<file path="config.mk">
export PLATFORM = sky130hd
export DESIGN_NAME = strram_arbiter
export DESIGN_NICKNAME = d
export VERILOG_FILES = /design/src/rtl/strram_arbiter.sv
export SDC_FILE = /design/constraint.sdc
export NUM_CORES = 1
export LEC_CHECK = 0
export BUFFER_PORTS_ARGS = -buffer_cell sky130_fd_sc_hd__buf_2
export CELL_PAD_IN_SITES_DETAIL_PLACEMENT = 1
export CELL_PAD_IN_SITES_GLOBAL_PLACEMENT = 2
export CORE_ASPECT_RATIO = 0.75
export CORE_UTILIZATION = 30
export DETAILED_ROUTE_END_ITERATION = 10
export GPL_ROUTABILITY_DRIVEN = 0
export PLACE_DENSITY_LB_ADDON = 0.12
export SKIP_CTS_REPAIR_TIMING = 1
export SYNTH_ARGS = -nofsm -noshare
export SYNTH_HDL_FRONTEND = slang
export SYNTH_SLANG_ARGS = --single-unit
</file>
<file path="constraint.sdc">
create_clock -name clk -period 2 [get_ports clk]
set_clock_uncertainty 0.1 [all_clocks]
set_input_delay 0.4 -clock clk [delete_from_list [all_inputs] [get_ports clk]]
set_output_delay 0.4 -clock clk [all_outputs]
set_load 0.1 [all_outputs]
</file>
<file path="src/rtl/strram_arbiter.sv">
// rtl/strram_arbiter.sv - two-requester round-robin arbiter driving a string-RAM peripheral bus
// Each granted access is serialised into register writes/reads on the peripheral
// bus: writes go data -> address -> write strobe; reads go address -> read strobe
// -> read-data register -> capture. Every bus phase is held HOLD cycles.
module strram_arbiter #(
  parameter int HOLD = 1
) (
  input  logic       clk,
  input  logic       rst_n,
  input  logic       m0_req,
  input  logic       m0_we,
  input  logic [7:0] m0_addr,
  input  logic [7:0] m0_wdata,
  output logic       m0_ack,
  output logic [7:0] m0_rdata,
  input  logic       m1_req,
  input  logic       m1_we,
  input  logic [7:0] m1_addr,
  input  logic [7:0] m1_wdata,
  output logic       m1_ack,
  output logic [7:0] m1_rdata,
  output logic       busy,
  output logic       per_cs,
  output logic       per_wr,
  output logic       per_rd,
  output logic [3:0] per_addr,
  output logic [7:0] per_dat_in,
  input  logic [7:0] per_dat_out
);

  typedef enum logic [3:0] {
    IDLE, W_DATA, W_ADDR, W_STB, R_ADDR, R_STB, R_DAT, R_CAP, DONE
  } state_t;

  localparam logic [3:0] REG_WDATA = 4'h0;
  localparam logic [3:0] REG_ADDR  = 4'h4;
  localparam logic [3:0] REG_CMD   = 4'h8;
  localparam logic [3:0] REG_RDATA = 4'h2;
  localparam logic [3:0] LAST_CNT  = 4'(HOLD - 1);

  state_t     state, state_nx;
  logic [3:0] cnt, cnt_nx;
  logic       last_id;
  logic       gid;
  logic       g_we;
  logic [7:0] g_addr;
  logic [7:0] g_wdata;
  logic       grant;
  logic       grant_id;
  logic       sel_we;
  logic [7:0] sel_addr;
  logic [7:0] sel_wdata;
  logic       phase_end;

  // Round-robin pick: a tie goes to whoever was not granted last
  always_comb begin
    grant     = m0_req | m1_req;
    grant_id  = (m0_req && m1_req) ? ~last_id : m1_req;
    sel_we    = grant_id ? m1_we    : m0_we;
    sel_addr  = grant_id ? m1_addr  : m0_addr;
    sel_wdata = grant_id ? m1_wdata : m0_wdata;
    phase_end = (cnt == LAST_CNT);
  end

  // State and phase counter register
  always_ff @(posedge clk or negedge rst_n) begin
    if (!rst_n) begin
      state <= IDLE;
      cnt   <= '0;
    end else begin
      state <= state_nx;
      cnt   <= cnt_nx;
    end
  end

  // Latch the winner's request fields and advance the round-robin pointer on grant
  always_ff @(posedge clk or negedge rst_n) begin
    if (!rst_n) begin
      last_id <= 1'b1;
      gid     <= 1'b0;
      g_we    <= 1'b0;
      g_addr  <= '0;
      g_wdata <= '0;
    end else if (state == IDLE && grant) begin
      last_id <= grant_id;
      gid     <= grant_id;
      g_we    <= sel_we;
      g_addr  <= sel_addr;
      g_wdata <= sel_wdata;
    end
  end

  // Capture peripheral read data into the granted requester's rdata when leaving R_CAP
  always_ff @(posedge clk or negedge rst_n) begin
    if (!rst_n) begin
      m0_rdata <= '0;
      m1_rdata <= '0;
    end else if (state == R_CAP) begin
      if (gid) m1_rdata <= per_dat_out;
      else     m0_rdata <= per_dat_out;
    end
  end

  // Next state, phase counting and bus outputs decoded from registered state
  always_comb begin
    state_nx   = state;
    cnt_nx     = cnt;
    per_cs     = 1'b0;
    per_wr     = 1'b0;
    per_rd     = 1'b0;
    per_addr   = 4'h0;
    per_dat_in = 8'h00;
    m0_ack     = 1'b0;
    m1_ack     = 1'b0;
    busy       = (state != IDLE);
    case (state)
      IDLE: begin
        cnt_nx = '0;
        if (grant) state_nx = sel_we ? W_DATA : R_ADDR;
      end
      W_DATA: begin
        per_cs     = 1'b1;
        per_wr     = 1'b1;
        per_addr   = REG_WDATA;
        per_dat_in = g_wdata;
        if (phase_end) begin
          state_nx = W_ADDR;
          cnt_nx   = '0;
        end else cnt_nx = cnt + 4'd1;
      end
      W_ADDR: begin
        per_cs     = 1'b1;
        per_wr     = 1'b1;
        per_addr   = REG_ADDR;
        per_dat_in = g_addr;
        if (phase_end) begin
          state_nx = W_STB;
          cnt_nx   = '0;
        end else cnt_nx = cnt + 4'd1;
      end
      W_STB: begin
        per_cs   = 1'b1;
        per_wr   = 1'b1;
        per_addr = REG_CMD;
        if (phase_end) begin
          state_nx = DONE;
          cnt_nx   = '0;
        end else cnt_nx = cnt + 4'd1;
      end
      R_ADDR: begin
        per_cs     = 1'b1;
        per_wr     = 1'b1;
        per_addr   = REG_ADDR;
        per_dat_in = g_addr;
        if (phase_end) begin
          state_nx = R_STB;
          cnt_nx   = '0;
        end else cnt_nx = cnt + 4'd1;
      end
      R_STB: begin
        per_cs   = 1'b1;
        per_rd   = 1'b1;
        per_addr = REG_CMD;
        if (phase_end) begin
          state_nx = R_DAT;
          cnt_nx   = '0;
        end else cnt_nx = cnt + 4'd1;
      end
      R_DAT: begin
        per_cs   = 1'b1;
        per_rd   = 1'b1;
        per_addr = REG_RDATA;
        if (phase_end) begin
          state_nx = R_CAP;
          cnt_nx   = '0;
        end else cnt_nx = cnt + 4'd1;
      end
      R_CAP: begin
        state_nx = DONE;
        cnt_nx   = '0;
      end
      DONE: begin
        m0_ack   = ~gid;
        m1_ack   = gid;
        state_nx = IDLE;
        cnt_nx   = '0;
      end
      default: begin
        state_nx = IDLE;
        cnt_nx   = '0;
      end
    endcase
  end

endmodule

</file>
==> results, run 1 <==
- The run finished, with violations left.
- The final reports fail on setup timing.
- After detailed routing, the number of remaining DRC violations is 0.
- The worst min-delay path category is input pin to register.
- The number of antenna violations at the first check in global routing is 0.
- Among all flip-flop cells after synthesis, the most frequent one is dfrtp_1.
- The number of synthesized flops with an enable pin is 0.
- Measured along the x axis, the die boundary spans between 100 and 150 um.
- The peak clock frequency supported by timing is 457.6 MHz.
- The share of cells above drive strength 1 is 58.59%.
- After the flow finishes, the layout carries non-filler instances totaling between 300 and 400.
- In the final timing run, aggregate negative setup slack is -1.736 ns.
- Entering global routing, the biggest net connects 34 pins.
- For this run the aggregate overflow at the end of global routing stands at 0.
- Of all nets on the critical path, the largest fanout is 5.
- The number of clock buffers inserted by TritonCTS is 5.
- Max-cap violations in this run came to 0.
- In this run the remaining antenna-violating nets after routing total 0.
- The number of global-route vias before repair is roughly 2000.
- The critical path goes through buf_6 > or3_4 > nor3_4 > buf_12.
- Synthesis produced approximately 210 cells.
- Once the floorplan was initialized, standard cells occupied a little under a third of the core.
- After detailed placement, the design holds a cell count of about 380.
- The core outline area is between 6000 and 7000 um2.
- The worst slack on hold paths is around 0.24 ns.
- The number of standard-cell rows in the floorplan is 26.
- Across all setup checks in the final design, the least slack found is -0.1854 ns.
- Registers take roughly 1100 um2.
- TritonCTS built the clock tree.
- For this run, the total global-route usage over all layers was measured as approximately 17%.
- The number of port buffers is just under 80.
- The final critical-path share of the clock period is 109.3%.
- The kind of end point of the critical path is an output port.
- The clock input transition at the sequential cells of the worst setup and hold paths is around 0.090 ns.
- Measured along the y axis, the die boundary spans around 76 um.
- For this block, the routed nets add up to just under 6 mm of wire.
- The iteration count of the initial detailed-routing pass is 4.
- The number of nets in the synthesized netlist is 255.
- The antenna diode instance count is 0.
- The number of different library cells in the post-synthesis netlist is 42.
- By startpoint and endpoint, the worst setup path is classified as register to output port.
- Averaged over all synthesized cells, the footprint is 10.70 um2.
- The share of the Yosys chip area taken by registers is a little under half.
- After synthesis, the share of flip-flops with an asynchronous set or reset is between 90% and 100%.
- At the end of the flow, the number of nets in the layout was 345.
- The clock period minus worst slack is 2.185 ns.
- The HPWL after detailed placement is roughly 4.4 mm.
- The first-pass GRT wire length is roughly 9.9 mm.
- The startpoint type of the worst setup path is a register.
- For the worst-skew pair, the clock arrives at the later sink with an insertion delay of approximately 0.30 ns.
- After the first detailed-routing iteration, the DRC count stood at 26.
- The final route contains ~1900 vias.
- The count of yosys warnings during synthesis is 0.
- After detailed routing, the average wire length per cell comes to between 15 and 20 um.
- The synthesized design contains 42 register bits.
- The die covers between 7000 and 8000 um2.
- From synthesis to final layout, the design area changed by 55.31%.
- Counting both buffers and inverters, the worst setup path holds a total of 2.
- In this design, the stage delay of the slowest critical-path cell is around 0.45 ns.
- Across all register-to-register paths, the minimum setup slack is approximately 0.020 ns.
- The total I/O pin count is 80.
- The hold violation total from the final report came to 0.
- The cell sitting at the root of the clock tree is a clkbuf_8.
- The largest individual stage delay along the critical path comes from the cell dfrtp_2.
- Fill cells in the final layout number ~800.
- Clock tree synthesis found a total of between 40 and 50 sinks.
- The deepest clock path buffer count is 2.
- The setup-violating endpoint count in the final report is 14.
- The data required time at the worst endpoint is 1.50 ns.
- Setup repair after global routing could not meet its margin everywhere.
- In the routed layout, each cell is associated on average with a via count of approximately 4.7.
- In the final layout, the multi-input gates occupy ~1300 um2.
- In this run the cell area of the synthesized design comes to 2215 um2.
- Measured on the finished design, the core utilization comes to 49.41%.
- The dominant delay contributor by cell family on the critical path is simple AND/OR/NAND/NOR gates.
- The count of pins over their slew limit is 0.
- For the worst setup path, the data arrival time is between 1.5 and 2 ns.
- The H-tree was split into 2 levels.
synthesized netlist by cell type (5+ instances only):
cell | count | area share [%]
a22oi_1 | 9 | 3.1
a21oi_1 | 14 | 3.2
buf_4 | 5 | 1.7
nor3_1 | 5 | 1.1
nor2_1 | 34 | 5.8
a2bb2oi_1 | 7 | 2.8
clkbuf_1 | 5 | 0.85
mux2_2 | 16 | 8.1
mux2i_1 | 17 | 7.7
dfrtp_1 | 41 | 46
cell usage in the layout, fill, tap and decap left out, types with 2 or more instances in the layout:
cell type | synthesis | final
dfrtp_2 | 0 | 2
nor2_4 | 0 | 10
a21oi_1 | 14 | 13
nor3_1 | 5 | 2
nor2_8 | 2 | 2
a22oi_2 | 0 | 8
buf_12 | 0 | 19
nor3_4 | 0 | 3
dfrtp_1 | 41 | 39
clkinv_2 | 0 | 2
nand2_1 | 4 | 3
a21oi_2 | 3 | 4
a2bb2oi_2 | 0 | 7
nand3_1 | 4 | 4
clkbuf_8 | 0 | 5
buf_2 | 4 | 61
inv_1 | 4 | 4
mux2i_1 | 17 | 17
ha_1 | 2 | 2
buf_4 | 5 | 13
buf_6 | 2 | 5
o21ai_0 | 2 | 2
nor2b_4 | 0 | 2
nor2_1 | 34 | 24
mux2_2 | 16 | 16
area by class of cell:
cell class                      count  area share, %
Multi-Input combinational cell    143          37.98
Sequential cell                    42          30.67
Timing Repair Buffer               99          24.70
Tap cell                           98          3.565
Clock buffer                        5          2.001
Inverter                            6         0.8003
Clock inverter                      2         0.2910
worst paths after layout:
path	to	from	depth (start not counted)
worst max-delay path	m0_ack	state[0]$_DFFE_PN0P_	4
worst min-delay path	m0_rdata[1]$_DFFE_PN0P_	per_dat_out[1]	2
worst max register to register	state[0]$_DFFE_PN0P_	state[0]$_DFFE_PN0P_	6
worst min register to register	cnt[0]$_DFF_PN0_	cnt[0]$_DFF_PN0_	1
max in group asynchronous	last_id$_DFFE_PN1P_	rst_n	3
min in group asynchronous	m1_rdata[5]$_DFFE_PN0P_	rst_n	2
logic make-up (layout without fill, tap and decap cells):
| family | after synthesis | in the layout | synth area share, % |
|---|---|---|---|
| AOI/OAI and AO/OA | 42 | 42 | 13.62 |
| xor gates and xnor gates | 3 | 3 | 1.187 |
| adders and majority gates | 2 | 2 | 1.130 |
| buffers and inverters | 22 | 112 | 5.593 |
| DFF | 42 | 42 | 47.51 |
| muxes | 34 | 34 | 16.50 |
| other | 1 | 1 | 0.1693 |
| and+or+nand+nor | 61 | 61 | 14.29 |
through the flow:
stage	worst slack [ns]	area (um2)
after detailed placement	0.07950	3173
final	-0.1854	3440
after CTS	-0.2683	3252
after floorplan	-0.2042	2375
after global routing	-0.2504	3440
after global placement	0.08457	3173
flip-flops by register name, summed over array words and instances, names as in the netlist:
| signal | count |
|---|---|
| state | 4 |
| gid | 1 |
| m0_rdata | 8 |
| g_wdata | 8 |
| cnt | 4 |
| m1_rdata | 8 |
| g_addr | 8 |
| last_id | 1 |
per-layer routing:
| layer | share of wire, % | global-route usage [%] | vias up |
|---|---|---|---|
| met5 | 0 | 0 | - |
| met4 | 1.4 | 6.377 | 0 |
| met3 | 4.1 | 4.037 | 8 |
| met2 | 47 | 25.24 | 45 |
| met1 | 48 | 22.72 | 907 |
| li1 | - | - | 906 |
Power of run 1 is not shown: default switching activity piles up to over one toggle a cycle in this logic, so the estimate is an artifact.
==> run 2, diff against run 1 <==
--- a/config.mk
+++ b/config.mk
@@ -11,2 +11,3 @@
 export CORE_ASPECT_RATIO = 0.75
+export CORE_MARGIN = 2
 export CORE_UTILIZATION = 30
--- a/constraint.sdc
+++ b/constraint.sdc
@@ -4,2 +4,2 @@
 set_output_delay 0.4 -clock clk [all_outputs]
-set_load 0.1 [all_outputs]
+set_load 0.05 [all_outputs]
==> run 2 against run 1 <==
Net effect: the run ends with hold timing, setup timing left; first-iteration DRC count rose by 110%; die area grew 4.6%; cell count grew 2.0%; global-route usage is 1.0 points lower; critical endpoint unchanged; highest routed layer unchanged.
==> results, run 2 (synthesized netlist as in run 1, its figures left out) <==
- The final-layout fill cell count is 806 (+3.2%).
- The start-to-end type of the worst setup path is register to output port.
- In the layout the commonest cells are buf_2 (61), dfrtp_1 (39), buf_4 (20).
- For the pin with the worst max-slew slack, the measured transition is between 0.5 and 0.6 ns.
- The die area came to 8093 um2 (+4.6%).
- The final-layout setup total negative slack is -1.620 ns (+0.1159 ns).
- Setup repair after global routing could not meet its margin everywhere.
- The largest individual stage delay along the critical path comes from the cell or3_4.
- The average wire length per cell after detail routing was 15.07 um (+0.40%).
- The core outline area is 7263 um2 (+4.3%).
- The library cell used as clock root buffer is clkbuf_8.
- The half-perimeter wire length after detailed placement came to 4.533 mm (+3.0%).
- The worst min-delay path category is input pin to async pin.
- The data arrival at the endpoint of the critical path was 1.65 ns (-0.04 ns).
- The deepest clock path buffer count came to 2 (unchanged).
- The TritonCTS sink count is 42 (unchanged).
- The highest metal layer carrying signal wires in the routed design is met4.
- The clock period minus worst slack is 2.152 ns (-0.03354 ns).
- The number of global-route vias before repair is 1916 (-2.9%).
- The overall fraction of global-route tracks in use is 15.60% (-1.0 points).
- TritonCTS built the clock tree.
- The detailed router's first-iteration violation count came to 54 (+110%).
- The worst setup path is launched from a register.
- The H-tree depth is 2 (unchanged).
- The number of nets still failing antenna checks after routing is 0 (unchanged).
- The starting density of the core is 30.49% (-1.3 points).
- The remaining routing DRC violations was 0 (unchanged).
- The iteration count of the initial detailed-routing pass is 4 (unchanged).
- The hold violation total from the final report is 13 (+13).
- The maximum number of pins on one net before global-route repair was 25 (-26%).
- The overflow left after global routing was 0 (unchanged).
- The launch instance of the worst register-to-register path is state[0]$_DFFE_PN0P_.
- The leading cell type in the layout, fill and taps excluded is buf_2.
- The synthesis-to-finish area growth is 50.51%.
- The post-placement cell area was 2910 um2 (-8.3%).
- The routed metal-1 wire length came to 3.003 mm (+5.9%).
- The launch point of the worst path is state[0]$_DFFE_PN0P_.
- The total I/O pin count is 80 (unchanged).
- The largest driver fanout on the critical path came to 5 (unchanged).
- The run finished, with violations left.
- The insertion delay to the later sink of the worst-skew pair is 0.29 ns (about the same).
- The worst max-slew margin expressed relative to the limit is a little over three fifths.
- The number of nets in the layout is 349 (+1.2%).
- The first-pass GRT wire length is 9.715 mm (-1.5%).
- The sum of met3 wire segment lengths after detailed routing was 214 um (-11%).
- The area of all sequential standard cells is 1055 um2 (unchanged).
- The die extent in y is 78.41 um (+2.6%).
- The routed wire length on met2 came to 2.818 mm (+1.8%).
- The die outline width was 103.2 um (+2.0%).
- The final critical-path share of the clock period is 107.6% (-1.7 points).
- The delay of the slowest cell on the worst path was 0.44 ns (about the same).
- The number of standard-cell rows in the floorplan came to 27 (+3.8%).
- The worst setup path is captured at an output port.
- The number of antenna violations at the first check in global routing is 0 (unchanged).
- The setup-violating endpoint count in the final report was 15 (+1).
- The reported max-cap violation count is 0 (unchanged).
- The share of cells above drive strength 1 is 61.59% (+3.0 points).
- The number of port buffers is 78 (unchanged).
- The final setup slack of the worst path is -0.1519 ns (+0.03354 ns).
- The antenna diode instance count was 0 (unchanged).
- The clock input transition at the sequential cells of the worst setup and hold paths is 0.09 ns (about the same).
- The cell area after layout is 3333 um2 (-3.1%).
- The via count normalized by instance count is 4.715 (-0.20%).
- The data required time at the worst endpoint is 1.50 ns (about the same).
- The via total after detailed routing is 1900 (+1.8%).
- The post-detailed-routing wire length is 6.073 mm (+2.4%).
- The peak clock frequency supported by timing was 464.7 MHz (+1.6%).
- The final reports fail on hold timing, setup timing.
- The worst slack on hold paths came to -0.01649 ns (-0.2575 ns).
- The count of pins over their slew limit was 0 (unchanged).
- The number of clock buffers inserted by TritonCTS was 5 (unchanged).
- The area of combinational cells with multiple inputs is 1281 um2 (-1.9%).
- The signal on the critical path passes through buf_12 > or3_4 > nor3_2 > buf_6.
run 2: cell types whose count changed in the layout (fill, tap and decap cells not counted), moves of 3 or more:
cell     delta
a21oi_1     -3
a21oi_2     +3
buf_12     -16
buf_4       +7
buf_6      +11
nor2_1      -7
nor2_2      +8
run 2: critical path, delay by kind of cell (launching register included):
family | cells | cell delay [ns]
buffers and inverters | 2 | 0.33
and+or+nand+nor | 2 | 0.60
DFF | 1 | 0.43
run 2: final cells by class:
cell class	instances	area share (%)
Inverter	6	0.8258
Clock buffer	6	2.177
Tap cell	101	3.791
Multi-Input combinational cell	143	38.44
Timing Repair Buffer	103	22.00
Clock inverter	2	1.126
Sequential cell	42	31.64
run 2: path summary, 6_finish.rpt:
kind,endpoint,cells past startpoint,slack (ns)
setup / recovery,m0_ack,4,-0.15
hold / removal,m1_rdata[5]$_DFFE_PN0P_,1,-0.02
setup reg to reg,state[0]$_DFFE_PN0P_,7,-0.11
hold reg to reg,m1_rdata[5]$_DFFE_PN0P_,1,0.41
max in group asynchronous,state[1]$_DFFE_PN0P_,2,1.24
min in group clk,last_id$_DFFE_PN1P_,2,0.24
run 2: per-layer routing:
metal	vias to the layer above	track usage, %
met1	940	23.48
met3	6	3.473
li1	913	-
met5	-	0
met4	0	2.763
met2	41	23.05
run 2: metrics by stage:
stage | util [%] | setup slack, ns | cells | hold slack [ns]
2_1_floorplan | - | -0.05841 | 207 | 0.004409
3_3_place_gp | 40.07 | -0.02487 | 389 | 0.3162
3_5_place_dp | 40.07 | -0.04796 | 389 | 0.3220
4_1_cts | 41.58 | -0.3870 | 397 | -0.01299
5_1_grt | 45.89 | -0.2209 | 403 | 0.005091
6_report | 45.89 | -0.1519 | 403 | -0.01649
Power of run 2 is left out for the same reason.
==> run 3, diff against run 2 <==
Settings changed: CORE_MARGIN 2 to default.
==> run 3 against run 2 <==
Net effect: the run still ends with hold timing, setup timing left; routed wire length decreased by 1.1%; first-iteration DRC count decreased by 22%; register-to-register slack about the same; cell count decreased by 0.74%; worst hold slack improved by 0.0065 ns; sequential share of layout area increased by 0.28 points; count of clock-buffer cells in the layout increased by 2; final area decreased by 0.86%; setup slack got worse by 0.014 ns.
==> results, run 3 (synthesized netlist as in run 1, its figures left out) <==
- The die extent in y is 76.41 um (-2.6%).
- The worst register-to-register path ends at state[0]$_DFFE_PN0P_.
- The worst max-slew margin expressed relative to the limit is 62.90% (+0.10 points).
- The logic depth of the worst register-to-register path is 7 (unchanged).
- The setup-violating endpoint count in the final report is 15 (unchanged).
- The post-detailed-routing wire length is 6.006 mm (-1.1%).
- For this design the static power due to leakage is around 1.5 nW.
- The count of pins over their slew limit came to 0 (unchanged).
- The worst min-delay path category is input pin to async pin.
- The internal portion of the total power is 3.383 mW.
- The clock share of power is a little under a tenth.
- The iteration count of the initial detailed-routing pass is 4 (unchanged).
- Setup repair after global routing could not meet its margin everywhere.
- The via total after detailed routing is 1844 (-2.9%).
- The H-tree depth is 2 (unchanged).
- The kind of end point of the critical path is an output port.
- In this run the clock root is driven by a clkbuf_8.
- The insertion delay to the later sink of the worst-skew pair was 0.29 ns (about the same).
- The peak clock frequency supported by timing came to 461.8 MHz (-0.64%).
- The launch point of the worst path is state[0]$_DFFE_PN0P_.
- The share of cells above drive strength 1 is 58.61% (-3.0 points).
- The die area is 7733 um2 (-4.4%).
- The starting density of the core came to 31.81% (+1.3 points).
- The start-to-end type of the worst setup path is register to output port.
- The combinational share of power is 67.6%.
- The flop-to-flop setup slack is -0.10 ns (about the same).
- The core outline area is 6962 um2 (-4.2%).
- The number of port buffers is 78 (unchanged).
- The delay of the slowest cell on the worst path is 0.45 ns (about the same).
- The final critical-path share of the clock period is 108.3% (+0.69 points).
- The number of standard-cell rows in the floorplan is 26 (-3.7%).
- The overflow left after global routing is 0 (unchanged).
- The final setup slack of the worst path is -0.1657 ns (-0.01379 ns).
- The number of global-route vias before repair is 1979 (+3.3%).
- The number of nets in the layout is 349 (unchanged).
- The reported max-cap violation count is 0 (unchanged).
- The TritonCTS sink count is 42 (unchanged).
- The data required time at the worst endpoint is 1.50 ns (about the same).
- In the layout the commonest cells are buf_2 (61), dfrtp_1 (39), nor2_1 (23).
- The reported net switching power is about 3.4 mW.
- The startpoint type of the worst setup path is a register.
- The proportion of total power due to net switching is approximately half.
- The detailed router's first-iteration violation count is 42 (-22%).
- The worst slack on hold paths is -0.009990 ns (+0.006503 ns).
- Dividing total power by cell area gives a power density of between 2000 and 2500 nW/um2.
- The part of the power in registers is between 20% and 30%.
- The overall fraction of global-route tracks in use came to 16.60% (+1.0 points).
- The critical path goes through buf_6 > or3_4 > nor2_8 > inv_6 > buf_8.
- The number of clock buffers inserted by TritonCTS is 5 (unchanged).
- From synthesis to final layout, the design area changed by 49.21%.
- The completed layout was analyzed and its total power is ~6.8 mW.
- The number of antenna violations at the first check in global routing is 0 (unchanged).
- The half-perimeter wire length after detailed placement was 4.538 mm (+0.12%).
- The run finished, with violations left.
- The antenna diode instance count is 0 (unchanged).
- The most critical setup path has its endpoint at busy.
- The library cell used most frequently in the layout, excluding fill and tap cells, is buf_2.
- TritonCTS built the clock tree.
- The launch instance of the worst register-to-register path is state[0]$_DFFE_PN0P_.
- The via count normalized by instance count is 4.610 (-2.2%).
- The die outline width came to 101.2 um (-1.9%).
- The slowest stage of the critical path is the or3_4 cell.
- The largest driver fanout on the critical path is 5 (unchanged).
- The deepest clock path buffer count came to 2 (unchanged).
- The maximum number of pins on one net before global-route repair is 24 (-4.0%).
- The clock input transition at the sequential cells of the worst setup and hold paths is 0.08 ns (about the same).
- The clock period minus worst slack is 2.166 ns (+0.01379 ns).
- The hold violation total from the final report is 21 (+8).
- The slew of the pin with the lowest slew margin was 0.5565 ns (-0.001532 ns).
- The number of nets still failing antenna checks after routing is 0 (unchanged).
- The worst-case vdd ir drop is a little over 700 uV.
- The average wire length per cell after detail routing is 15.02 um (-0.36%).
- The worst setup timing slack at the placement stage is 0.04794 ns (+0.09590 ns).
- The checks that failed: hold timing, setup timing.
- The total I/O pin count is 80 (unchanged).
- The final-layout fill cell count was 783 (-2.9%).
- The remaining routing DRC violations is 0 (unchanged).
- The data arrival at the endpoint of the critical path is 1.67 ns (+0.02 ns).
- The first-pass GRT wire length is 9.949 mm (+2.4%).
==> run 3: how the worst min path moves through the flow <==
stage | cells past startpoint | endpoint
global placement | 1 | m1_rdata[5]$_DFFE_PN0P_
CTS | 1 | m1_rdata[7]$_DFFE_PN0P_
detailed placement | 1 | m0_rdata[5]$_DFFE_PN0P_
global route | 1 | m1_rdata[7]$_DFFE_PN0P_
floorplan | 0 | cnt[0]$_DFF_PN0_
finish | 1 | m1_rdata[7]$_DFFE_PN0P_
==> run 3: final cells by class <==
| type | instances | area [um2] | share of cell area, % |
|---|---|---|---|
| timing repair buffer | 103 | 737.0 | 22.30 |
| sequential | 42 | 1055 | 31.92 |
| inverter | 6 | 27.53 | 0.8330 |
| clock buffer | 8 | 110.1 | 3.332 |
| multi-input combinational | 143 | 1252 | 37.90 |
| tap | 98 | 122.6 | 3.711 |
==> run 3: per-layer routing <==
metal | global-route usage (%) | vias up | wire length [um]
met5 | 0 | - | 0
met2 | 24.63 | 41 | 2700
met1 | 23.61 | 883 | 3032
met4 | 5.652 | 0 | 85
met3 | 3.670 | 7 | 187
li1 | - | 913 | -
==> run 3: critical path, delay by kind of cell (launching register included) <==
family                 cells  cell delay [ns]
buffers and inverters      3             0.32
flip-flops                 1             0.43
AND/OR/NAND/NOR            2             0.61
==> run 3: metrics by stage <==
stage / instances / TNS [ns] / util, % / cell area (um2) / hold WS, ns
floorplan: 207 / -0.05841 / - / 2308 / 0.004409
global placement: 388 / 0 / 41.97 / 2922 / 0.3189
detailed placement: 388 / 0 / 41.97 / 2922 / 0.3224
CTS: 396 / -3.337 / 43.55 / 3032 / -0.01051
global route: 400 / -3.591 / 47.47 / 3304 / 0.006703
finish: 400 / -1.476 / 47.47 / 3304 / -0.009990
==> run 3: power by group through the flow <==
| stage | Combinational (mW) | Sequential, mW | Clock [mW] |
|---|---|---|---|
| finish | 4.59 | 1.56 | 0.640 |
| global route | 4.89 | 1.63 | 0.703 |
| CTS | 3.95 | 1.52 | 0.665 |
| detailed placement | 3.93 | 1.53 | 0 |
| global placement | 3.87 | 1.52 | 0 |
| floorplan | 2.48 | 2.01 | 0 |
Note: power is estimated with default switching activity, not from simulation.
